File: src/rtl/cordic_engine.sv
// Iterative CORDIC engine: rotation (cos/sin) and vectoring (magnitude/atan).
// One micro-rotation per cycle on WIDTH+2 bit datapath, saturated outputs.
module cordic_engine #(
    parameter int WIDTH = 18,
    parameter int ITER  = 16
) (
    input  logic             clk,
    input  logic             rst,
    input  logic             start,
    input  logic             mode,
    input  logic [WIDTH-1:0] x_in,
    input  logic [WIDTH-1:0] y_in,
    input  logic [WIDTH-1:0] z_in,
    output logic [WIDTH-1:0] x_out,
    output logic [WIDTH-1:0] y_out,
    output logic [WIDTH-1:0] z_out,
    output logic             ready,
    output logic             out_valid,
    output logic             ovf,
    output logic             err
);

    localparam int IW = WIDTH + 2;
    localparam int SH = 32 - WIDTH;
    localparam logic [63:0] HALF = (SH == 0) ? 64'd0 : (64'd1 << (SH - 1));
    localparam logic [4:0] LAST = 5'(ITER - 1);
    localparam logic [WIDTH-1:0] MAXV = {1'b0, {(WIDTH-1){1'b1}}};
    localparam logic [WIDTH-1:0] MINV = {1'b1, {(WIDTH-1){1'b0}}};

    // atan(2^-i) in Q2.30, rounded to nearest; i >= 10 is exactly 2^(30-i)
    function automatic logic [31:0] atan_q30(input logic [4:0] i);
        case (i)
            5'd0:    return 32'h3243F6A9;
            5'd1:    return 32'h1DAC6705;
            5'd2:    return 32'h0FADBAFD;
            5'd3:    return 32'h07F56EA7;
            5'd4:    return 32'h03FEAB77;
            5'd5:    return 32'h01FFD55C;
            5'd6:    return 32'h00FFFAAB;
            5'd7:    return 32'h007FFF55;
            5'd8:    return 32'h003FFFEB;
            5'd9:    return 32'h001FFFFD;
            default: return (i <= 5'd29) ? (32'd1 << (5'd30 - i)) : 32'd0;
        endcase
    endfunction

    // Q2.30 -> Q2.(WIDTH-2), round half up
    function automatic logic signed [IW-1:0] to_fix(input logic [31:0] v);
        logic [63:0] t;
        t = ({32'd0, v} + HALF) >> SH;
        return IW'(t);
    endfunction

    function automatic logic [WIDTH:0] sat(input logic signed [IW-1:0] v);
        if (&v[IW-1:WIDTH-1] || ~|v[IW-1:WIDTH-1])
            return {1'b0, v[WIDTH-1:0]};
        return {1'b1, v[IW-1] ? MINV : MAXV};
    endfunction

    localparam logic signed [IW-1:0] KC  = to_fix(32'd652032874);
    localparam logic signed [IW-1:0] HPI = to_fix(atan_q30(5'd0)) <<< 1;

    typedef enum logic [1:0] {IDLE, RUN, DONE} state_t;

    state_t state_q, state_d;
    logic [4:0] cnt_q;
    logic       mode_q, err_q;
    logic       accept, dpos, op_err;
    logic signed [IW-1:0] x_q, y_q, z_q;
    logic signed [IW-1:0] x_it, y_it, z_it;
    logic signed [IW-1:0] xs, ys, at;
    logic signed [IW-1:0] x_ext, y_ext, z_ext;
    logic [WIDTH:0] x_sat, y_sat, z_sat;

    assign ready  = (state_q == IDLE) && !out_valid;
    assign accept = start && ready;

    assign x_ext = {{2{x_in[WIDTH-1]}}, x_in};
    assign y_ext = {{2{y_in[WIDTH-1]}}, y_in};
    assign z_ext = {{2{z_in[WIDTH-1]}}, z_in};

    assign op_err = mode ? x_in[WIDTH-1] : ((z_ext > HPI) || (z_ext < -HPI));

    assign xs   = x_q >>> cnt_q;
    assign ys   = y_q >>> cnt_q;
    assign at   = to_fix(atan_q30(cnt_q));
    // d = +1: rotation drives z toward 0, vectoring drives y toward 0
    assign dpos = mode_q ? y_q[IW-1] : ~z_q[IW-1];

    assign x_it = dpos ? (x_q - ys) : (x_q + ys);
    assign y_it = dpos ? (y_q + xs) : (y_q - xs);
    assign z_it = dpos ? (z_q - at) : (z_q + at);

    assign x_sat = sat(x_q);
    assign y_sat = sat(y_q);
    assign z_sat = sat(z_q);

    always_comb begin
        state_d = state_q;
        case (state_q)
            IDLE:    if (accept) state_d = RUN;
            RUN:     if (cnt_q == LAST) state_d = DONE;
            DONE:    state_d = IDLE;
            default: state_d = IDLE;
        endcase
    end

    always_ff @(posedge clk or posedge rst) begin
        if (rst) state_q <= IDLE;
        else     state_q <= state_d;
    end

    always_ff @(posedge clk or posedge rst) begin
        if (rst) begin
            cnt_q     <= '0;
            mode_q    <= 1'b0;
            err_q     <= 1'b0;
            x_q       <= '0;
            y_q       <= '0;
            z_q       <= '0;
            x_out     <= '0;
            y_out     <= '0;
            z_out     <= '0;
            out_valid <= 1'b0;
            ovf       <= 1'b0;
            err       <= 1'b0;
        end else begin
            out_valid <= 1'b0;
            case (state_q)
                IDLE: if (accept) begin
                    cnt_q  <= '0;
                    mode_q <= mode;
                    err_q  <= op_err;
                    x_q    <= mode ? x_ext : KC;
                    y_q    <= mode ? y_ext : '0;
                    z_q    <= mode ? '0 : z_ext;
                end
                RUN: begin
                    x_q   <= x_it;
                    y_q   <= y_it;
                    z_q   <= z_it;
                    cnt_q <= (cnt_q == LAST) ? 5'd0 : cnt_q + 5'd1;
                end
                DONE: begin
                    x_out     <= x_sat[WIDTH-1:0];
                    y_out     <= y_sat[WIDTH-1:0];
                    z_out     <= z_sat[WIDTH-1:0];
                    ovf       <= x_sat[WIDTH] | y_sat[WIDTH] | z_sat[WIDTH];
                    err       <= err_q;
                    out_valid <= 1'b1;
                end
                default: ;
            endcase
        end
    end

endmodule
File: config.mk
export PLATFORM = sky130hd
export DESIGN_NAME = cordic_engine
export DESIGN_NICKNAME = d
export VERILOG_FILES = /design/src/rtl/cordic_engine.sv
export SDC_FILE = /design/constraint.sdc
export NUM_CORES = 1
export LEC_CHECK = 0
export CORE_MARGIN = 1.5
export CORE_UTILIZATION = 49
export CTS_BUF_LIST = sky130_fd_sc_hd__clkbuf_16
export DETAILED_ROUTE_END_ITERATION = 8
export PLACE_DENSITY_LB_ADDON = 0.1
export SYNTH_ARGS = -nofsm -noshare
export SYNTH_HDL_FRONTEND = slang
export SYNTH_SLANG_ARGS = --single-unit
File: constraint.sdc
create_clock -name clk -period 7 [get_ports clk]
set_input_delay 1.05 -clock clk [delete_from_list [all_inputs] [get_ports clk]]
set_output_delay 1.05 -clock clk [all_outputs]
set_load 0.05 [all_outputs]
==> impl_metrics.ini, run 1 <==
[run_status]
status = finished clean

[routing]
routedWlPerCell_um = 19.9
drtIter0Drc = 1169
viasPerCell = 6.28
ant_nets = 0
vias = 12300
dr.pass1.iters = 6
drcViolationCount = 0
routed_wirelength_um = 38800

[floorplan]
io_pins = 116
core_area_um2 = 25300
die_w_um = 164
start_util_pct = 50.1
die_area_um2 = 26900
fp-row-count = 58
die_y_um = 164

[sta]
relSlewSlack_pct = 19.9
finalCriticalPeriod_ps = 6280
worstMarginPinSlew_ps = 1200
max_freq_mhz = 159
setup_viol = 0
hold_viol_final = 0
final_max_slew_viol_count = 0
finClkSkew_ps = 16.0
setup_tns_ps = 0
finalCritPeriodShare_pct = 89.7
rsz0062_at_grt = false

[grt]
grt_overflow_total = 0
grt_max_degree = 88
grt_pass1_vias = 11300
grt_use_total_pct = 29.4
grt_pass1_wl_um = 62100
antenna_found_initial = 0

[min_path]
hold_depth = 2
worstHoldPathType = register to register

[placement]
port_buffers = 115
gp_congestion = 0.961
place_hpwl_um = 28300

[cells_and_area]
final_cell_mix = nand2_1 (182), o21ai_0 (158), dfrtp_1 (124)
num_antenna_cells = 0
drive_above_1_share_pct = 10.0
n_fill_cell = 2335
areaGrowthSynthToFinish_pct = 15.2
nets = 1737
final_common_cell = nand2_1

[clock_network]
postCtsHoldBufs = 0
clock_latency_ps = 430
clk_pin_slew_ps = 60
clkSinkCount = 126
cts_resized = 0
cts_max_level = 4
numCtsBuffers = 17
cts_setup_buffers = 0
cts_tree = yes
cts-root-buf = clkbuf_16
cts_buffer_depth = 2

[setup_path]
arrival_ps = 6580
crit_start = cnt_q[1]$_DFFE_PP0P_
end_kind = register
path_class = register to register
r2r_slack_ps = 720
reg2reg_from = cnt_q[1]$_DFFE_PP0P_
path_max_fanout = 11
crit_required_ps = 7300
worstSetupStartpointType = register
crit_end = z_q[19]$_DFFE_PP0P_
worstReg2RegEnd = z_q[19]$_DFFE_PP0P_
ff2ff_path_depth = 22

[synthesis]
syn_avg_cell_area_um2 = 8.13
yosysUniqueCellTypes = 85
yosysTopAreaCellShare_pct = 24.8
synth_edf_count = 0
synth_cells = 1561
ys_seq_elements = 126
synth-main-ff-cell = dfrtp_1
yosys_warnings = 0
async_flop_share_pct = 100
yosysTopAreaCell = dfrtp_1
yosysSeqAreaShare_pct = 24.8
syn-num-nets = 1688
synthTopCellsByArea = dfrtp_1 (25%), mux4_2 (8.5%), ha_1 (6.5%)
synth.cell_area_um2 = 12700

[job]
maxCapViolCount = 0
[layer usage]
metal | GRT usage, % | vias to the layer above | routed length [um]
met5 | 0 | - | 0
met4 | 6.32 | 0 | 451
met3 | 4.77 | 35 | 2850
met2 | 43.4 | 480 | 16600
met1 | 44.6 | 5877 | 18900
li1 | - | 5875 | -
[critical path, cell delays in order (launching register included)]
cell and delay (ps):
dfrtp_2 440, inv_1 190, ha_1 440, or2_1 380, a21oi_1 130, nand2b_1 290
a21boi_0 220, ha_1 220, inv_1 80, a21o_1 220, or2_1 340, o211a_1 250
o32ai_1 530, and4bb_1 330, a21oi_1 180, xor2_1 190, ha_1 290, or2_2 310
a21oi_1 240, o31ai_1 200, or4_1 440, a22oi_1 170, nor3_1 80
[sequential cells by signal, summed over array words and instances, names as in the netlist, 2 cells and up]
register and flops:
cnt_q 5, x_q 20, z_q 20, y_q 20
x_out 18, state_q 2, y_out 18, z_out 18
[stage by stage]
step                hold WS (ps)  util, %  std cells  cell area, um2  setup slack, ps
finish                       475     57.8       1952           14600              720
global route                 494     57.8       1952           14600              302
CTS                          480     57.8       1952           14600              828
detailed placement           465     55.4       1921           14000              853
global placement             452     55.4       1921           14000              992
floorplan                    439        -       1561           12700              960
[synthesized netlist by cell type (6+ instances only)]
library cell,count
nand2_1,183
o21ai_0,158
dfrtp_1,126
a21oi_1,118
nor2_1,110
clkbuf_1,82
ha_1,66
xnor2_1,53
a31oi_1,50
xor2_1,50
mux4_2,48
inv_1,46
nand3_1,46
a211oi_1,37
nor3_1,29
and3_1,22
nor3b_1,22
mux2i_1,21
o211ai_1,16
or3_1,15
nand3b_1,13
a21o_1,12
and2_1,12
o31ai_1,12
or2_2,12
buf_2,11
mux2_2,11
nor2b_1,11
buf_1,10
o21a_1,10
nand2b_1,9
o21bai_1,9
a211o_1,8
nor4_1,8
a22oi_1,7
a31o_2,6
o21ai_1,6
[cells by family after synthesis]
family / Yosys count / synth area share, %
AOI/OAI and AO/OA: 503 / 24.6
buffers and inverters: 156 / 4.99
xor gates and xnor gates: 103 / 7.11
muxes: 80 / 11.1
adders and majority gates: 69 / 6.98
DFF: 126 / 24.8
and+or+nand+nor: 524 / 20.4
[how the worst min path moves through the flow]
stage               slack [ps]            startpoint                   end
floorplan                  440     err_q$_DFFE_PP0P_       err$_DFFE_PP0P_
finish                     470     err_q$_DFFE_PP0P_       err$_DFFE_PP0P_
global route               490  y_out[0]$_DFFE_PP0P_  y_out[0]$_DFFE_PP0P_
global placement           450     err_q$_DFFE_PP0P_       err$_DFFE_PP0P_
detailed placement         470     err_q$_DFFE_PP0P_       err$_DFFE_PP0P_
CTS                        480     err_q$_DFFE_PP0P_       err$_DFFE_PP0P_
[layout make-up]
cell class | count | area [um2] | share of cell area, %
clock inverter | 14 | 180 | 1.23
multi-input combinational | 1279 | 8950 | 61.2
tap | 330 | 413 | 2.82
inverter | 48 | 185 | 1.27
sequential | 126 | 3160 | 21.6
timing repair buffer | 138 | 1320 | 9.02
clock buffer | 17 | 425 | 2.91
Power of run 1 is left out: the tool's default activity adds up to more than one toggle a clock period on the data nets, which glitch-free logic cannot reach.
==> run 2, diff against run 1 <==
--- a/config.mk
+++ b/config.mk
@@ -8,6 +8,7 @@
 export CORE_MARGIN = 1.5
 export CORE_UTILIZATION = 49
 export CTS_BUF_LIST = sky130_fd_sc_hd__clkbuf_16
+export CTS_CLUSTER_SIZE = 20
 export DETAILED_ROUTE_END_ITERATION = 8
 export PLACE_DENSITY_LB_ADDON = 0.1
 export SYNTH_ARGS = -nofsm -noshare
==> results of run 2 <==
Final layout, timing and power as in run 1 (identical DEF).
Power of run 2 is left out for the same reason.
==> run 3, diff against run 2 <==
--- a/config.mk
+++ b/config.mk
@@ -10,6 +10,7 @@
 export CTS_BUF_LIST = sky130_fd_sc_hd__clkbuf_16
 export CTS_CLUSTER_SIZE = 20
 export DETAILED_ROUTE_END_ITERATION = 8
+export DONT_BUFFER_PORTS = 1
 export PLACE_DENSITY_LB_ADDON = 0.1
 export SYNTH_ARGS = -nofsm -noshare
 export SYNTH_HDL_FRONTEND = slang
==> run 3 against run 2 <==
Sequential cell count unchanged. Cell count decreased by 5.6%. Routed wire length is 0.20% lower. Largest cell class unchanged.
==> impl_metrics.ini, run 3 (synthesis gave the netlist of run 1 again) <==
[cells_and_area]
areaGrowthSynthToFinish_pct = 6.26
final_common_cell = nand2_1
regArea_um2 = 3160
multi_input_area_um2 = 8950
reg.largest.list = x_q (20), y_q (20), z_q (20)
num_antenna_cells = 0
nets = 1627
drive_above_1_share_pct = 11.0
n_fill_cell = 2399
final_cell_mix = nand2_1 (182), o21ai_0 (158), dfrtp_1 (124)
final_area_um2 = 13500

[placement]
placedInstanceArea_um2 = 12900
gp_congestion = 0.924
port_buffers = 0
place_hpwl_um = 28000

[sta]
final_max_slew_viol_count = 0
finalCriticalPeriod_ps = 6270
finClkSkew_ps = 9.90
finalCritPeriodShare_pct = 89.5
worstMarginPinSlew_ps = 1180
setup_viol = 0
hold_viol_final = 0
rsz0062_at_grt = false
whs_ps = 472
max_freq_mhz = 160
relSlewSlack_pct = 20.6
setup_tns_ps = 0

[clock_network]
cts_max_level = 4
cts_buffer_depth = 2
cts-root-buf = clkbuf_16
numCtsBuffers = 17
postCtsHoldBufs = 0
cts_tree = yes
clk_pin_slew_ps = 70
clock_latency_ps = 430
clkSinkCount = 126
cts_setup_buffers = 0
cts_resized = 0

[routing]
drtIter0Drc = 1135
dr.pass1.iters = 5
vias = 11700
drcViolationCount = 0
routedWlPerCell_um = 21.0
viasPerCell = 6.37
ant_nets = 0
routed_wirelength_um = 38700

[setup_path]
arrival_ps = 6560
path_max_fanout = 22
ff2ff_path_depth = 22
r2r_slack_ps = 730
worstSetupStartpointType = register
worstReg2RegEnd = z_q[19]$_DFFE_PP0P_
end_kind = register
crit_required_ps = 7300
crit_end = z_q[19]$_DFFE_PP0P_
reg2reg_from = cnt_q[0]$_DFFE_PP0P_
path_class = register to register
crit_start = cnt_q[0]$_DFFE_PP0P_

[floorplan]
io_pins = 116
fp-row-count = 58
core_area_um2 = 25300
die_w_um = 164
die_y_um = 164
start_util_pct = 50.1
die_area_um2 = 26900

[grt]
grt_pass1_wl_um = 61800
antenna_found_initial = 0
grt_overflow_total = 0
grt_use_total_pct = 29.5
grt_max_degree = 111
grt_pass1_vias = 10900

[min_path]
worstHoldPathType = register to register
hold_depth = 2

[job]
maxCapViolCount = 0

[run_status]
status = finished clean
run 3: cell types whose count changed in the layout (fill, tap and decap cells not counted), sizes merged:
cell | previous run | this run
clkdlybuf4s50 | 114 | 0
inv | 54 | 59
buf | 24 | 28
bufinv | 3 | 1
clkinv | 3 | 1
run 3: worst min path at each step:
stage,end,startpoint
after CTS,err$_DFFE_PP0P_,err_q$_DFFE_PP0P_
after global placement,err$_DFFE_PP0P_,err_q$_DFFE_PP0P_
after global routing,err$_DFFE_PP0P_,err_q$_DFFE_PP0P_
final,err$_DFFE_PP0P_,err_q$_DFFE_PP0P_
after floorplan,err$_DFFE_PP0P_,err_q$_DFFE_PP0P_
after detailed placement,err$_DFFE_PP0P_,err_q$_DFFE_PP0P_
run 3: layer usage:
layer	wire length (um)	track usage, %
met4	861	8.39
met1	18600	44.6
met3	2840	4.04
met5	0	0
met2	16300	43.3
run 3: per-stage QoR:
stage | instances | util (%) | setup slack, ps
after floorplan | 1561 | - | 960
after global placement | 1811 | 51.0 | 980
after detailed placement | 1811 | 51.0 | 833
after CTS | 1843 | 53.3 | 803
after global routing | 1843 | 53.3 | 202
final | 1843 | 53.3 | 732
run 3: cell type report:
| class | count | area share [%] |
|---|---|---|
| Inverter | 48 | 1.37 |
| Clock inverter | 15 | 1.10 |
| Multi-Input combinational cell | 1279 | 66.4 |
| Tap cell | 330 | 3.06 |
| Timing Repair Buffer | 28 | 1.56 |
| Sequential cell | 126 | 23.4 |
| Clock buffer | 17 | 3.15 |
run 3: critical path, stage by stage, from the launching register on:
cell and delay [ps]:
dfrtp_2 590, inv_1 190, ha_1 520, nor3_1 130, or3_1 430, a21boi_0 140
o21bai_1 140, ha_1 190, inv_1 70, a21o_1 210, or2_1 330, o211a_1 250
o32ai_1 500, and4bb_1 320, a21oi_1 180, xor2_1 90, ha_1 220, or3_1 370
a211oi_1 300, o31ai_1 230, or4_1 440, a22oi_1 180, nor3_1 80
Power of run 3 is left out for the same reason.
